--- src/rtl/req_ack_pkg.sv ---
// Shared types and defaults for the multi-channel request/acknowledge responder.
package req_ack_pkg;

    typedef enum logic [1:0] {IDLE, WAIT, ACK} ra_state_e;

    localparam int unsigned N_CH_DEFAULT      = 4;
    localparam int unsigned MAX_DELAY_DEFAULT = 7;

    function automatic int unsigned clamp_delay(input int unsigned d, input int unsigned dmax);
        return (d > dmax) ? dmax : d;
    endfunction

endpackage

--- src/rtl/req_ack_channel.sv ---
// One req/ack channel: IDLE/WAIT/ACK FSM, countdown counter and sticky overrun flag.
// Optional bounded-latency assertions/covers are compiled under REQ_ACK_RESPONDER_SVA_EN.
module req_ack_channel
    import req_ack_pkg::*;
#(
    parameter int unsigned MAX_DELAY = MAX_DELAY_DEFAULT,
    parameter int unsigned DW        = $clog2(MAX_DELAY + 1)
) (
    input  logic          clk_i,
    input  logic          rst_ni,
    input  logic          req_i,
    input  logic [DW-1:0] cfg_delay_i,
    input  logic          clr_overrun_i,
    output logic          ack_o,
    output logic          busy_o,
    output logic          overrun_o
);

    ra_state_e     state_q, state_d;
    logic [DW-1:0] cnt_q, cnt_d;
    logic          overrun_q, overrun_d;
    logic [DW-1:0] de;
    logic          accept;

    assign de     = DW'(clamp_delay(32'(cfg_delay_i), MAX_DELAY));
    assign accept = req_i && (state_q != WAIT);

    always_ff @(posedge clk_i or negedge rst_ni) begin
        if (!rst_ni) begin
            state_q   <= IDLE;
            cnt_q     <= '0;
            overrun_q <= 1'b0;
        end else begin
            state_q   <= state_d;
            cnt_q     <= cnt_d;
            overrun_q <= overrun_d;
        end
    end

    always_comb begin
        state_d = state_q;
        cnt_d   = cnt_q;
        unique case (state_q)
            IDLE, ACK: begin
                if (accept) begin
                    if (de == '0) begin
                        state_d = ACK;
                    end else begin
                        state_d = WAIT;
                        cnt_d   = de - DW'(1);
                    end
                end else begin
                    state_d = IDLE;
                end
            end
            WAIT: begin
                if (cnt_q == '0) begin
                    state_d = ACK;
                end else begin
                    cnt_d = cnt_q - DW'(1);
                end
            end
            default: begin
                state_d = IDLE;
                cnt_d   = '0;
            end
        endcase
    end

    // A dropped request outranks a same-cycle clear.
    always_comb begin
        overrun_d = overrun_q;
        if (req_i && (state_q == WAIT)) begin
            overrun_d = 1'b1;
        end else if (clr_overrun_i) begin
            overrun_d = 1'b0;
        end
    end

    always_comb begin
        ack_o     = (state_q == ACK);
        busy_o    = (state_q == WAIT);
        overrun_o = overrun_q;
    end

`ifdef REQ_ACK_RESPONDER_SVA_EN
    

    

    

    
    
    
    

    
    
    
    
`endif

endmodule

--- src/rtl/req_ack_responder.sv ---
// N_CH independent request/acknowledge channels with programmable, clamped ack latency.
// Define REQ_ACK_RESPONDER_SVA_EN to compile the per-channel latency assertions and covers.
module req_ack_responder
    import req_ack_pkg::*;
#(
    parameter int unsigned N_CH      = N_CH_DEFAULT,
    parameter int unsigned MAX_DELAY = MAX_DELAY_DEFAULT,
    localparam int unsigned DW       = $clog2(MAX_DELAY + 1)
) (
    input  logic                     clk,
    input  logic                     rst_n,
    input  logic [N_CH-1:0]          req,
    input  logic [N_CH-1:0][DW-1:0]  cfg_delay,
    input  logic                     clr_overrun,
    output logic [N_CH-1:0]          ack,
    output logic [N_CH-1:0]          busy,
    output logic [N_CH-1:0]          overrun
);

    for (genvar i = 0; i < N_CH; i++) begin : g_ch
        req_ack_channel #(
            .MAX_DELAY (MAX_DELAY),
            .DW        (DW)
        ) u_channel (
            .clk_i         (clk),
            .rst_ni        (rst_n),
            .req_i         (req[i]),
            .cfg_delay_i   (cfg_delay[i]),
            .clr_overrun_i (clr_overrun),
            .ack_o         (ack[i]),
            .busy_o        (busy[i]),
            .overrun_o     (overrun[i])
        );
    end

endmodule
--- config.mk ---
export PLATFORM = sky130hd
export DESIGN_NAME = req_ack_responder
export DESIGN_NICKNAME = d
export VERILOG_FILES = /design/src/rtl/req_ack_pkg.sv /design/src/rtl/req_ack_channel.sv /design/src/rtl/req_ack_responder.sv
export SDC_FILE = /design/constraint.sdc
export NUM_CORES = 1
export LEC_CHECK = 0
export CORE_ASPECT_RATIO = 2
export CORE_MARGIN = 2
export CORE_UTILIZATION = 51
export CTS_CLUSTER_DIAMETER = 40
export DETAILED_ROUTE_END_ITERATION = 10
export GPL_ROUTABILITY_DRIVEN = 0
export PLACE_DENSITY = 0.8
export SETUP_SLACK_MARGIN = 0.1
export SLEW_MARGIN = 25
export SYNTH_ARGS = -nofsm -noshare
export SYNTH_HDL_FRONTEND = slang
export SYNTH_SLANG_ARGS = --single-unit
--- constraint.sdc ---
create_clock -name clk -period 2.45 [get_ports clk]
set_input_delay 0.49 -clock clk [delete_from_list [all_inputs] [get_ports clk]]
set_output_delay 0.49 -clock clk [all_outputs]
set_load 0.05 [all_outputs]
# --- After elaboration in Yosys (flattened, before gate mapping) ---
# Index checks and enable logic that the tools add are counted.
op_classes:
  reduce_logical: 32
  n_eq_ne: 28
  n_mux: 37
  add_sub_neg: 8
op_table:
  columns: ["operator", "n"]
  rows:
  - ["$mux W3", 12]
  - ["$logic_not A3 Y1", 8]
  - ["$mux W2", 12]
  - ["$ne A2 B2 Y1 const B", 12]
  - ["$pmux W3 S2", 4]
  - ["$sub A3 B1 Y3 const B", 8]
  - ["$ne A2 B1 Y1 const B", 8]
  - ["$pmux W2 S2", 4]
  - ["$reduce_and A3 Y1", 4]
  - ["$eq A2 B1 Y1 const B", 4]
  - ["$eq A2 B2 Y1 const B", 4]
  - ["$logic_and A1 B1 Y1", 8]
  - ["$logic_not A2 Y1", 4]
  - ["$reduce_bool A2 Y1", 4]
  - ["$reduce_or A2 Y1", 4]
  - ["$mux W1", 5]
totals:
  out_inout_bits: 12
  elab_cells: 117
  regBits: 24
  inputBits: 19

# --- Depth between registers and ports, before layout ---
# Gate-level depths: netlist of the first run.
depth:
  depth_word: 4
  mapped_depth: 9

# --- Cells and area by module ---
# Synthesis of the first run repeated with hierarchy kept, for this count alone.
hier_totals:
  hier_cells: 140
  hier_area_um2: 1471.4
modules_own_cells:
  columns: ["mod", "area_per_inst_um2", "cells_each", "instances"]
  rows:
  - ["req_ack_channel", 367.9, 35, 4]

# --- Least setup slack after synthesis of the first run ---
# No wires, ideal clock.
synth_path:
  path_kind: "flip-flop to flip-flop"
  from: "reg g_ch[3].u_channel.state_q[0]"
  to: "reg g_ch[3].u_channel.cnt_q[2]"
  setup_ns: 0.125
  path_stages_with_launch: 9
  required_ns: 2.325
  path_slack_ns: 0.620
  arrival_time_ns: 1.705
  n_path_buf: 1
  cell_sequence: "dfrtp_1 -> clkbuf_1 -> nand2b_1 -> inv_1 -> mux2i_1 -> ha_1 -> xnor2_1 -> o22ai_1 -> mux2_2"
synth_via:
  elab_cells_between_ends: 11
synth_rtl:
  columns: ["element", "line_no", "rtl"]
  rows:
  - ["from (decl)", "req_ack_channel.sv:19", "ra_state_e state_q, state_d;"]
  - ["from (signal assigned)", "req_ack_channel.sv:34", "state_q <= state_d;"]
  - ["$eq A2 B1 Y1 *", null, null]
  - ["via g_ch[3].u_channel.busy_o", "req_ack_channel.sv:15", "output logic busy_o,"]
  - ["$ne A2 B2 Y1 (no line)", null, null]
  - ["$reduce_and A3 Y1 (no line)", null, null]
  - ["to (signal assigned)", "req_ack_channel.sv:35", "cnt_q <= cnt_d;"]
  - ["to (decl)", "req_ack_channel.sv:20", "logic [DW-1:0] cnt_q, cnt_d;"]
# The timed path passes the listed nets; every way through them passes the cells marked *.
# A chain may end at the register's enable or synchronous reset.

# --- Worst setup path in the final report of the first run ---
layout_path:
  from: "reg g_ch[0].u_channel.state_q[0]"
  to: "out ack[0]"
layout_via:
  elab_chain_cells: 1
layout_lines:
  columns: ["element", "line_no", "rtl"]
  rows:
  - ["from (decl)", "req_ack_channel.sv:19", null]
  - ["from (signal assigned)", "req_ack_channel.sv:34", null]
  - ["$eq A2 B2 Y1", "req_ack_channel.sv:81", "ack_o = (state_q == ACK);"]
  - ["to (decl)", "req_ack_responder.sv:15", "output logic [N_CH-1:0] ack,"]
# No other way between the ends.

==> impl_metrics.json, run 1 <==
{
  "status": "complete, no violations",
  "grt_usage": 0.2014,
  "grt_pass1_wl_mm": 5.333,
  "synth.distinct_cells": 38,
  "fmax_mhz": 437.2,
  "drt_pass1_iterations": 4,
  "viasPerCell": 5.778,
  "power_frac_comb": 0.612,
  "hold_slack_ns": 0.5204,
  "synth_compound_area_frac": 0.2050,
  "cts.sinks": 24,
  "drive_gt1_frac": 0.09290,
  "slew_headroom": 0.6046,
  "grt_max_degree": 25,
  "start_util": 0.5397,
  "p_clk_frac": 0.100,
  "tns_ns": 0,
  "core_sq_um": 2770,
  "synth_xor_area_frac": 0.02343,
  "io_pins": 31,
  "yosys_warnings": 0,
  "dieHeight_um": 80.57,
  "hold_class": "reg -> reg",
  "synth_mux_area_frac": 0.07448,
  "post-cts-setup-buffers": 0,
  "switchingPower_w": 0.001282,
  "critical_path_class": "reg -> out",
  "worstPathRequired_ns": 1.96,
  "ir_drop_v": 0.0008987,
  "hold_viol_final": 0,
  "holdPathStages": 2,
  "synth_top_family_by_area": "compound AO/OA/AOI/OAI gates",
  "crit_arrival_ns": 1.80,
  "syn-instance-count": 159,
  "wire_per_inst_um": 15.29,
  "dieArea_sq_um": 3407,
  "p_sw_frac": 0.4662,
  "vias": 1225,
  "rsz0062_at_grt": "no",
  "synth_edf_count": 0,
  "syn_area_sq_um": 1495,
  "pwr-share-seq": 0.288,
  "fin_crit_sh": 0.9336,
  "drv_cap": 0,
  "synth-seq-area-share": 0.4017,
  "fp-row-count": 27,
  "path_clk_slew_ns": 0.08,
  "ff2ff_setup_slack_ns": 0.51,
  "clock_tree.root_cell": "clkbuf_8",
  "period_needed_ns": 2.287,
  "drc_errors": 0,
  "cts_buffers": 3,
  "endpoint_kind": "output port",
  "wl_mm": 3.242,
  "setup_viol": 0,
  "portBuffers": 30,
  "ant_nets": 0,
  "synth_fa_ha_area_frac": 0.03347,
  "avgSynthCellArea_sq_um": 9.404,
  "synth_flop_cell": "dfrtp_1",
  "fin_skew_ns": 0.008179,
  "gr-total-overflow": 0,
  "internal_power_w": 0.001467,
  "dp.cells": 208,
  "ys_seq_elements": 24,
  "antenna_found_initial": 0,
  "async_flop_share": 1.000,
  "post-place-ws_ns": 0.2778,
  "area_growth_syn_to_layout_pct": 21.51,
  "diodes": 0,
  "power_density_nw_per_um2": 1513,
  "cts_tree": "done",
  "h-tree-depth": 1,
  "worstReg2RegStart": "g_ch[2].u_channel.state_q[0]$_DFFE_PN0P_",
  "worst_pin_slew_ns": 0.5881,
  "crit_fanout": 8,
  "drt_iter0_markers": 16,
  "dp_hpwl_mm": 2.592,
  "grt_pass1_vias": 1193,
  "die_w_um": 42.29,
  "synth-simple-area-share": 0.1657,
  "postLayoutCoreUtil": 0.6558,
  "start_kind": "flop",
  "drv_slew": 0,
  "clk_path_buf_depth": 2,
  "rr_worst_depth": 6,
  "r2r-end": "g_ch[2].u_channel.cnt_q[2]$_DFFE_PN0P_",
  "leakage_nw": 0.8216,
  "fin_nets": 207,
  "fin_cells": 212,
  "layout_setup_ws_ns": 0.1627,
  "clock_latency_ns": 0.27,
  "syn_nets": 182,
  "hp-start": "g_ch[0].u_channel.cnt_q[1]$_DFFE_PN0P_",
  "min_to": "g_ch[0].u_channel.cnt_q[1]$_DFFE_PN0P_"
}
-- worst max-delay path: stages, from the launching register on --
cell             delay [ns]
dfrtp_1                0.50
and2b_2                0.25
clkdlybuf4s50_1        0.79
-- registers in the layout (all words and copies together), names as in the netlist --
signal	flops
g_ch.u_channel.cnt_q	12
g_ch.u_channel.overrun_o	4
g_ch.u_channel.state_q	8
-- synth_stat cells (4+ instances only) --
master | count | share of area
nand2b_1 | 4 | 0.017
mux2i_1 | 10 | 0.067
dfrtp_1 | 24 | 0.40
a21oi_1 | 9 | 0.030
nor2_1 | 9 | 0.023
o22ai_1 | 4 | 0.017
ha_1 | 4 | 0.033
o21ai_0 | 9 | 0.030
inv_1 | 9 | 0.023
nand2_1 | 12 | 0.030
nor3_1 | 6 | 0.020
buf_4 | 12 | 0.060
nor2b_1 | 5 | 0.021
o31ai_1 | 5 | 0.025
-- power by group through the flow --
stage                     registers, W  clock network (W)  logic (W)
final                         0.000793           0.000274    0.00168
after detailed placement      0.000798                  0    0.00170
after global placement        0.000789                  0    0.00164
after global routing          0.000825           0.000288    0.00182
after floorplan               0.000744                  0    0.00142
after CTS                     0.000791           0.000272    0.00170
-- worst max path at each step --
stage | from | endpoint | slack, ns | depth (start not counted)
CTS | g_ch[0].u_channel.state_q[0]$_DFFE_PN0P_ | ack[0] | 0.16 | 2
detailed placement | cfg_delay[0] | g_ch[0].u_channel.cnt_q[2]$_DFFE_PN0P_ | 0.28 | 6
finish | g_ch[0].u_channel.state_q[0]$_DFFE_PN0P_ | ack[0] | 0.16 | 2
floorplan | g_ch[3].u_channel.state_q[0]$_DFFE_PN0P_ | g_ch[3].u_channel.cnt_q[2]$_DFFE_PN0P_ | 0.62 | 8
global route | g_ch[0].u_channel.state_q[0]$_DFFE_PN0P_ | busy[0] | 0.12 | 3
global placement | cfg_delay[0] | g_ch[0].u_channel.cnt_q[2]$_DFFE_PN0P_ | 0.32 | 6
-- layout make-up --
class                           instances  area [sq um]
Timing Repair Buffer                   35         334.1
Inverter                               10         40.04
Multi-Input combinational cell        110         750.7
Tap cell                               29         36.28
Clock buffer                            4         55.05
Fill cell                             236         953.4
Sequential cell                        24         600.6
-- per-stage QoR --
stage                     cell area (sq um)  power (W)
final                                  1817   0.002749
after global routing                   1817   0.002935
after CTS                              1814   0.002761
after detailed placement               1760   0.002495
after global placement                 1760   0.002430
after floorplan                        1495   0.002164
-- repair_timing --
| action | in CTS | in global routing |
|---|---|---|
| endpoints found under the hold margin | 0 | 0 |
| endpoints found under the setup margin | 1 | 1 |
| pin swaps | 0 | 0 |
| resized for setup | 1 | 1 |
| hold buffers | 0 | 0 |
-- cells by family after synthesis --
group           count (synthesis)
compound gates                 45
xor+xnor                        4
fa+ha+maj                       4
buf+inv                        25
flops                          24
mux                            11
simple gates                   46
-- layout by cell type (no fill, tap or decap), drive strengths merged, types with 2 or more instances in the layout --
cell           instances
a211o                  2
a211oi                 2
a21o                   2
a21oi                 10
a22o                   3
a32o                   2
buf                    7
clkbuf                 4
clkdlybuf4s50         26
dfrtp                 24
ha                     4
inv                   10
mux2i                 10
nand2                 12
nand2b                 5
nor2                   9
nor2b                  5
nor3                   6
nor3b                  3
o21a                   2
o21ai                  9
o22ai                  4
o31ai                  5
or3                    3
xnor2                  3
-- metal layers --
layer | track usage | share of wire | wire, um
met3 | 0.01798 | 0.026 | 84
met2 | 0.4138 | 0.60 | 1939
met1 | 0.2043 | 0.37 | 1186
met4 | 0.05313 | 0.0096 | 31
met5 | 0 | 0 | 0
Note: power is estimated with default switching activity, not from simulation.
==> inputs of run 2 (changes only) <==
--- a/config.mk
+++ b/config.mk
@@ -5,6 +5,7 @@
 export SDC_FILE = /design/constraint.sdc
 export NUM_CORES = 1
 export LEC_CHECK = 0
+export CAP_MARGIN = 0
 export CORE_ASPECT_RATIO = 2
 export CORE_MARGIN = 2
 export CORE_UTILIZATION = 51
==> constraint.sdc (replaced) <==
create_clock -name clk -period 2.45 [get_ports clk]
set_input_delay 0.3675 -clock clk [delete_from_list [all_inputs] [get_ports clk]]
set_output_delay 0.3675 -clock clk [all_outputs]
set_load 0.05 [all_outputs]
==> run 2 against run 1 <==
  * First-iteration DRC count decreased by 13%
  * Worst setup slack improved by 0.12 ns
  * Register-to-register slack about the same
  * Maximum frequency increased by 5.6%
  * Die area unchanged
  * Critical path type unchanged
==> impl_metrics.json, run 2 (synthesis gave the netlist of run 1 again) <==
{
  "dp_hpwl_mm": 2.530,
  "drive_gt1_frac": 0.08242,
  "portBuffers": 30,
  "fp-row-count": 27,
  "worstPathRequired_ns": 2.08,
  "wl_mm": 3.147,
  "largest_register": "g_ch.u_channel.cnt_q",
  "worstPathCellList": "nand2b_4, inv_4, clkdlybuf4s50_1",
  "cts_resized": 0,
  "post-cts-setup-buffers": 0,
  "setup_viol": 0,
  "grt_pass1_wl_mm": 5.388,
  "drt_pass1_iterations": 4,
  "rr_worst_depth": 7,
  "fin_skew_ns": 0.004746,
  "leakage_nw": 0.8130,
  "drv_slew": 0,
  "grt_max_degree": 25,
  "critical_path_class": "reg -> out",
  "ir_drop_v": 0.0008881,
  "endpoint_kind": "output port",
  "start_util": 0.5397,
  "fin_crit_sh": 0.8841,
  "diodes": 0,
  "gr-total-overflow": 0,
  "start_kind": "flop",
  "postCtsHoldBufs": 0,
  "seqCellArea_sq_um": 600.6,
  "critPathMaxStageDelay_ns": 0.80,
  "clock_tree.root_cell": "clkbuf_8",
  "worst-path-buf-inv": 2,
  "fmax_mhz": 461.7,
  "cts_tree": "done",
  "grt_pass1_vias": 1295,
  "cp.depth": 3,
  "worst_pin_slew_ns": 0.5635,
  "core_sq_um": 2770,
  "postLayoutCoreUtil": 0.6603,
  "drc_errors": 0,
  "h-tree-depth": 1,
  "status": "complete, no violations",
  "cts.sinks": 24,
  "vias": 1215,
  "hold_slack_ns": 0.4519,
  "dieHeight_um": 80.57,
  "period_needed_ns": 2.166,
  "p_total_w": 0.002829,
  "final_cell_mix": "clkdlybuf4s50_1 (28), dfrtp_1 (24), nand2_1 (12)",
  "dieArea_sq_um": 3407,
  "area_growth_syn_to_layout_pct": 22.34,
  "viasPerCell": 5.758,
  "antenna_found_initial": 0,
  "cts_buffers": 3,
  "power_density_nw_per_um2": 1547,
  "dp.cells": 207,
  "largest_reg_flops": 12,
  "cp_top_family": "buffers and inverters",
  "wire_per_inst_um": 14.91,
  "grt_usage": 0.2047,
  "crit_fanout": 8,
  "die_w_um": 42.29,
  "hold_viol_final": 0,
  "io_pins": 31,
  "clk_path_buf_depth": 2,
  "fin_cells": 211,
  "drt_iter0_markers": 14,
  "hold_class": "in -> async",
  "multi_input_area_sq_um": 750.7,
  "drv_cap": 0,
  "fin_nets": 206,
  "path_clk_slew_ns": 0.09,
  "ant_nets": 0,
  "slew_headroom": 0.6211,
  "slowest_stage": "clkdlybuf4s50_1",
  "rsz0062_at_grt": "no",
  "final_common_cell": "clkdlybuf4s50_1",
  "crit_arrival_ns": 1.80,
  "tns_ns": 0,
  "n_fill_cell": 226,
  "clock_latency_ns": 0.27
}
-- run 2: changes by cell type in the layout (fill, tap and decap cells not counted), sizes merged --
cell / delta
buf: -2
clkbuf: -1
dlygate4sd2: -1
clkdlybuf4s50: +2
bufinv: +1
-- run 2: final cells by class --
type                       count  share of cell area
clock buffer                   3             0.02257
inverter                      10             0.02189
tap                           29             0.01984
sequential                    24              0.3283
timing repair buffer          34              0.1806
multi-input combinational    110              0.4104
clock inverter                 1             0.01642
-- run 2: path summary, 6_finish.rpt --
check                                                          from                                        to  slack (ns)
min in group clk             g_ch[2].u_channel.cnt_q[1]$_DFFE_PN0P_  g_ch[2].u_channel.state_q[1]$_DFFE_PN0P_        0.51
min reg2reg                  g_ch[2].u_channel.cnt_q[1]$_DFFE_PN0P_  g_ch[2].u_channel.state_q[1]$_DFFE_PN0P_        0.51
max reg2reg                g_ch[3].u_channel.state_q[0]$_DFFE_PN0P_    g_ch[3].u_channel.cnt_q[2]$_DFFE_PN0P_        0.50
max                        g_ch[0].u_channel.state_q[0]$_DFFE_PN0P_                                   busy[0]        0.28
max in group asynchronous                                     rst_n  g_ch[0].u_channel.state_q[1]$_DFFE_PN0P_        1.77
min                                                           rst_n  g_ch[2].u_channel.state_q[0]$_DFFE_PN0P_        0.45
-- run 2: through the flow --
step / worst slack, ns / area (sq um)
2_1_floorplan: 0.6203 / 1495
3_5_place_dp: 0.3587 / 1755
5_1_grt: 0.2101 / 1829
3_3_place_gp: 0.4398 / 1755
4_1_cts: 0.1021 / 1827
6_report: 0.2839 / 1829
-- run 2: where the power goes --
part           internal, W  total [W]  switching, W
Sequential        0.000597   0.000808      0.000211
Combinational     0.000732    0.00167      0.000936
Clock             0.000219   0.000353      0.000134
-- run 2: per-layer routing --
layer	GRT usage	part of all wire	up-vias
li1	-	-	606
met1	0.1859	0.36	567
met2	0.4123	0.58	33
met3	0.02697	0.030	9
met4	0.1063	0.028	0
met5	0	0	-
==> RTL edit (config.mk and constraints of run 1) <==
Reset style: synchronous (`rst_ni`), changed in one clocked block.
--- a/src/rtl/req_ack_channel.sv
+++ b/src/rtl/req_ack_channel.sv
@@ -27,3 +27,3 @@
 
-    always_ff @(posedge clk_i or negedge rst_ni) begin
+    always_ff @(posedge clk_i) begin
         if (!rst_ni) begin
Function: differs if rst_n is asserted again (counterexample within 4 cycles, from zero or initial values and one cycle with rst_n low); with rst_n held inactive, the same outputs for 10 cycles.
==> RTL edit against run 1 <==
Setup slack improved by 150 ps. Clock skew down 1.1 ps. Final area shrank 4.8%. Routed wire length decreased by 7.4%. Synthesized area fell by 4.9%. Die area shrank 4.6%. Sequential cell count unchanged. Hold slack worse by 7.6 ps. Fmax increased by 7.2%.
Power is not compared: it rests on default switching activity, and its combinational part moved more than twofold at a synthesized area within 25%.
==> RTL edit: results (changes against run 1) <==
Run status
  – Outcome: finished, final reports clean

Layout
  – Layout cell share with drive strength beyond 1: 6.82% (-2.5 points)
  – Nets: 200 (-3.4%)
  – Final std cells w/o fill: 205 (-3.3%)
  – Largest register FFs: 12 (unchanged)

Global routing
  – Vias in the first global route: 1172 (-1.8%)
  – First-pass GRT wire length: 4.72 mm (-12%)
  – Pin count of the biggest net entering global routing: 23 (-8.0%)
  – Total track usage: 20.1% (about the same)

Placed design
  – Placement Cell Area: 1660 um2 (-5.9%)
  – Hpwl dp: 2.29 mm (-12%)
  – Post-place setup slack: 369 ps (+91.3 ps)

Routing
  – WL/cell: 14.6 um (-4.2%)
  – 1st-iter DRT viols: 18 (+2)
  – Routed vias/inst: 5.81 (+0.63%)

Setup path
  – Worst r2r src: g_ch[0].u_channel.state_q[1]$_SDFFE_PN0P_
  – Critical R2R Capture: g_ch[0].u_channel.cnt_q[2]$_SDFFE_PN0P_
  – Arrival time of the worst setup path: 1640 ps (-160 ps)
  – Reg2reg setup slack: 690 ps (+180 ps)

Timing
  – Clk_skew: 7.12 ps (-1.06 ps)
  – Slew @ Worst Pin: 514 ps (-73.8 ps)

Logic synthesis
  – Top cells by area, synth: dfxtp_1 (34%), mux2i_1 (7.0%), nor2b_1 (7.0%)
  – Post-Syn Nets: 180 (-1.1%)
  – Post-synth top flop: dfxtp_1
  – Post-synthesis sequential area ratio: 33.8% (-6.4 points)
  – FFs w/ async S/R, synth: 0% (-100 points)
  – Mean post-synth cell area: 9.05 um2 (-3.7%)
  – Commonest cells post-synth: dfxtp_1 (24), nor2b_1 (16), buf_4 (13), a21oi_1 (10), mux2i_1 (10)

CTS
  – H-tree levels: 1 (unchanged)
  – Clock-pin slew on the worst setup and hold paths: roughly 90 ps

Hold path
  – Hold path startpoint: g_ch[1].u_channel.cnt_q[0]$_SDFFE_PN0P_
  – WHS Path Cells: 1 (-1)
  – WHS Endpoint: g_ch[1].u_channel.cnt_q[0]$_SDFFE_PN0P_

Job
  – Max-cap viol count: 0 (unchanged)
[RTL edit: cell types whose count changed in the layout (fill, tap and decap cells not counted), moves of 5 or more]
| cell | change |
|---|---|
| buf_4 | -6 |
| nand2_1 | -5 |
| nor2b_1 | +11 |
| o21ai_0 | -7 |
| dfrtp_1 | -24 |
| dfxtp_1 | +24 |
[RTL edit: logic make-up after synthesis]
family                   after synthesis  share of synthesized area [%]
AO/OA/AOI/OAI                         38                           20.4
XOR/XNOR                               7                           4.31
adder cells (fa/ha/maj)                4                           3.52
buffers and inverters                 21                           8.98
flip-flops                            24                           33.8
multiplexers                          10                           7.04
AND/OR/NAND/NOR                       53                           21.9
[RTL edit: power by group through the flow]
stage / Combinational (mW) / Clock, mW / Sequential [mW]
floorplan: 0.260 / 0 / 0.470
global placement: 0.325 / 0 / 0.481
detailed placement: 0.333 / 0 / 0.483
CTS: 0.334 / 0.345 / 0.475
global route: 0.362 / 0.364 / 0.482
finish: 0.333 / 0.338 / 0.476
[RTL edit: critical path: stages, from the launching register on]
cell and delay [ps]:
dfxtp_1 470, nand2b_1 220, inv_1 160, dlygate4sd2_1 540
[RTL edit: worst max path at each step]
stage | slack, ps | startpoint | to | depth (start not counted)
global route | 200 | g_ch[0].u_channel.state_q[0]$_SDFFE_PN0P_ | busy[0] | 3
CTS | 130 | g_ch[2].u_channel.state_q[0]$_SDFFE_PN0P_ | busy[2] | 3
global placement | 420 | g_ch[3].u_channel.state_q[0]$_SDFFE_PN0P_ | busy[3] | 3
detailed placement | 370 | g_ch[0].u_channel.state_q[0]$_SDFFE_PN0P_ | busy[0] | 3
floorplan | 870 | g_ch[3].u_channel.state_q[0]$_SDFFE_PN0P_ | g_ch[3].u_channel.cnt_q[2]$_SDFFE_PN0P_ | 7
finish | 320 | g_ch[0].u_channel.state_q[0]$_SDFFE_PN0P_ | busy[0] | 3
[RTL edit: timing repair]
action,CTS,global route
gates cloned,0,0
endpoints found under the setup margin,2,2
gates resized for setup,2,2
[RTL edit: cell type report]
| class | count | area (um2) |
|---|---|---|
| clock inverters | 1 | 30.0 |
| multi-input cells | 112 | 813 |
| fillers | 245 | 972 |
| flip-flops and latches | 24 | 480 |
| inverters | 5 | 18.8 |
| clock buffers | 3 | 41.3 |
| repair buffers | 31 | 310 |
| well taps | 29 | 36.3 |
[RTL edit: per-layer routing]
layer  part of all wire, %  track usage, %  vias up
met4                   1.1            8.71        0
met1                    38            20.8      569
met2                    57            36.3       34
met3                   4.3            2.54        4
li1                      -               -      585
met5                     0               0        -
[RTL edit: per-stage QoR]
step	power (mW)	util (%)	hold slack, ps
after floorplan	0.731	-	461
after global placement	0.806	61.3	482
after detailed placement	0.816	61.3	489
after CTS	1.15	63.8	506
after global routing	1.21	64.0	542
final	1.15	64.0	513
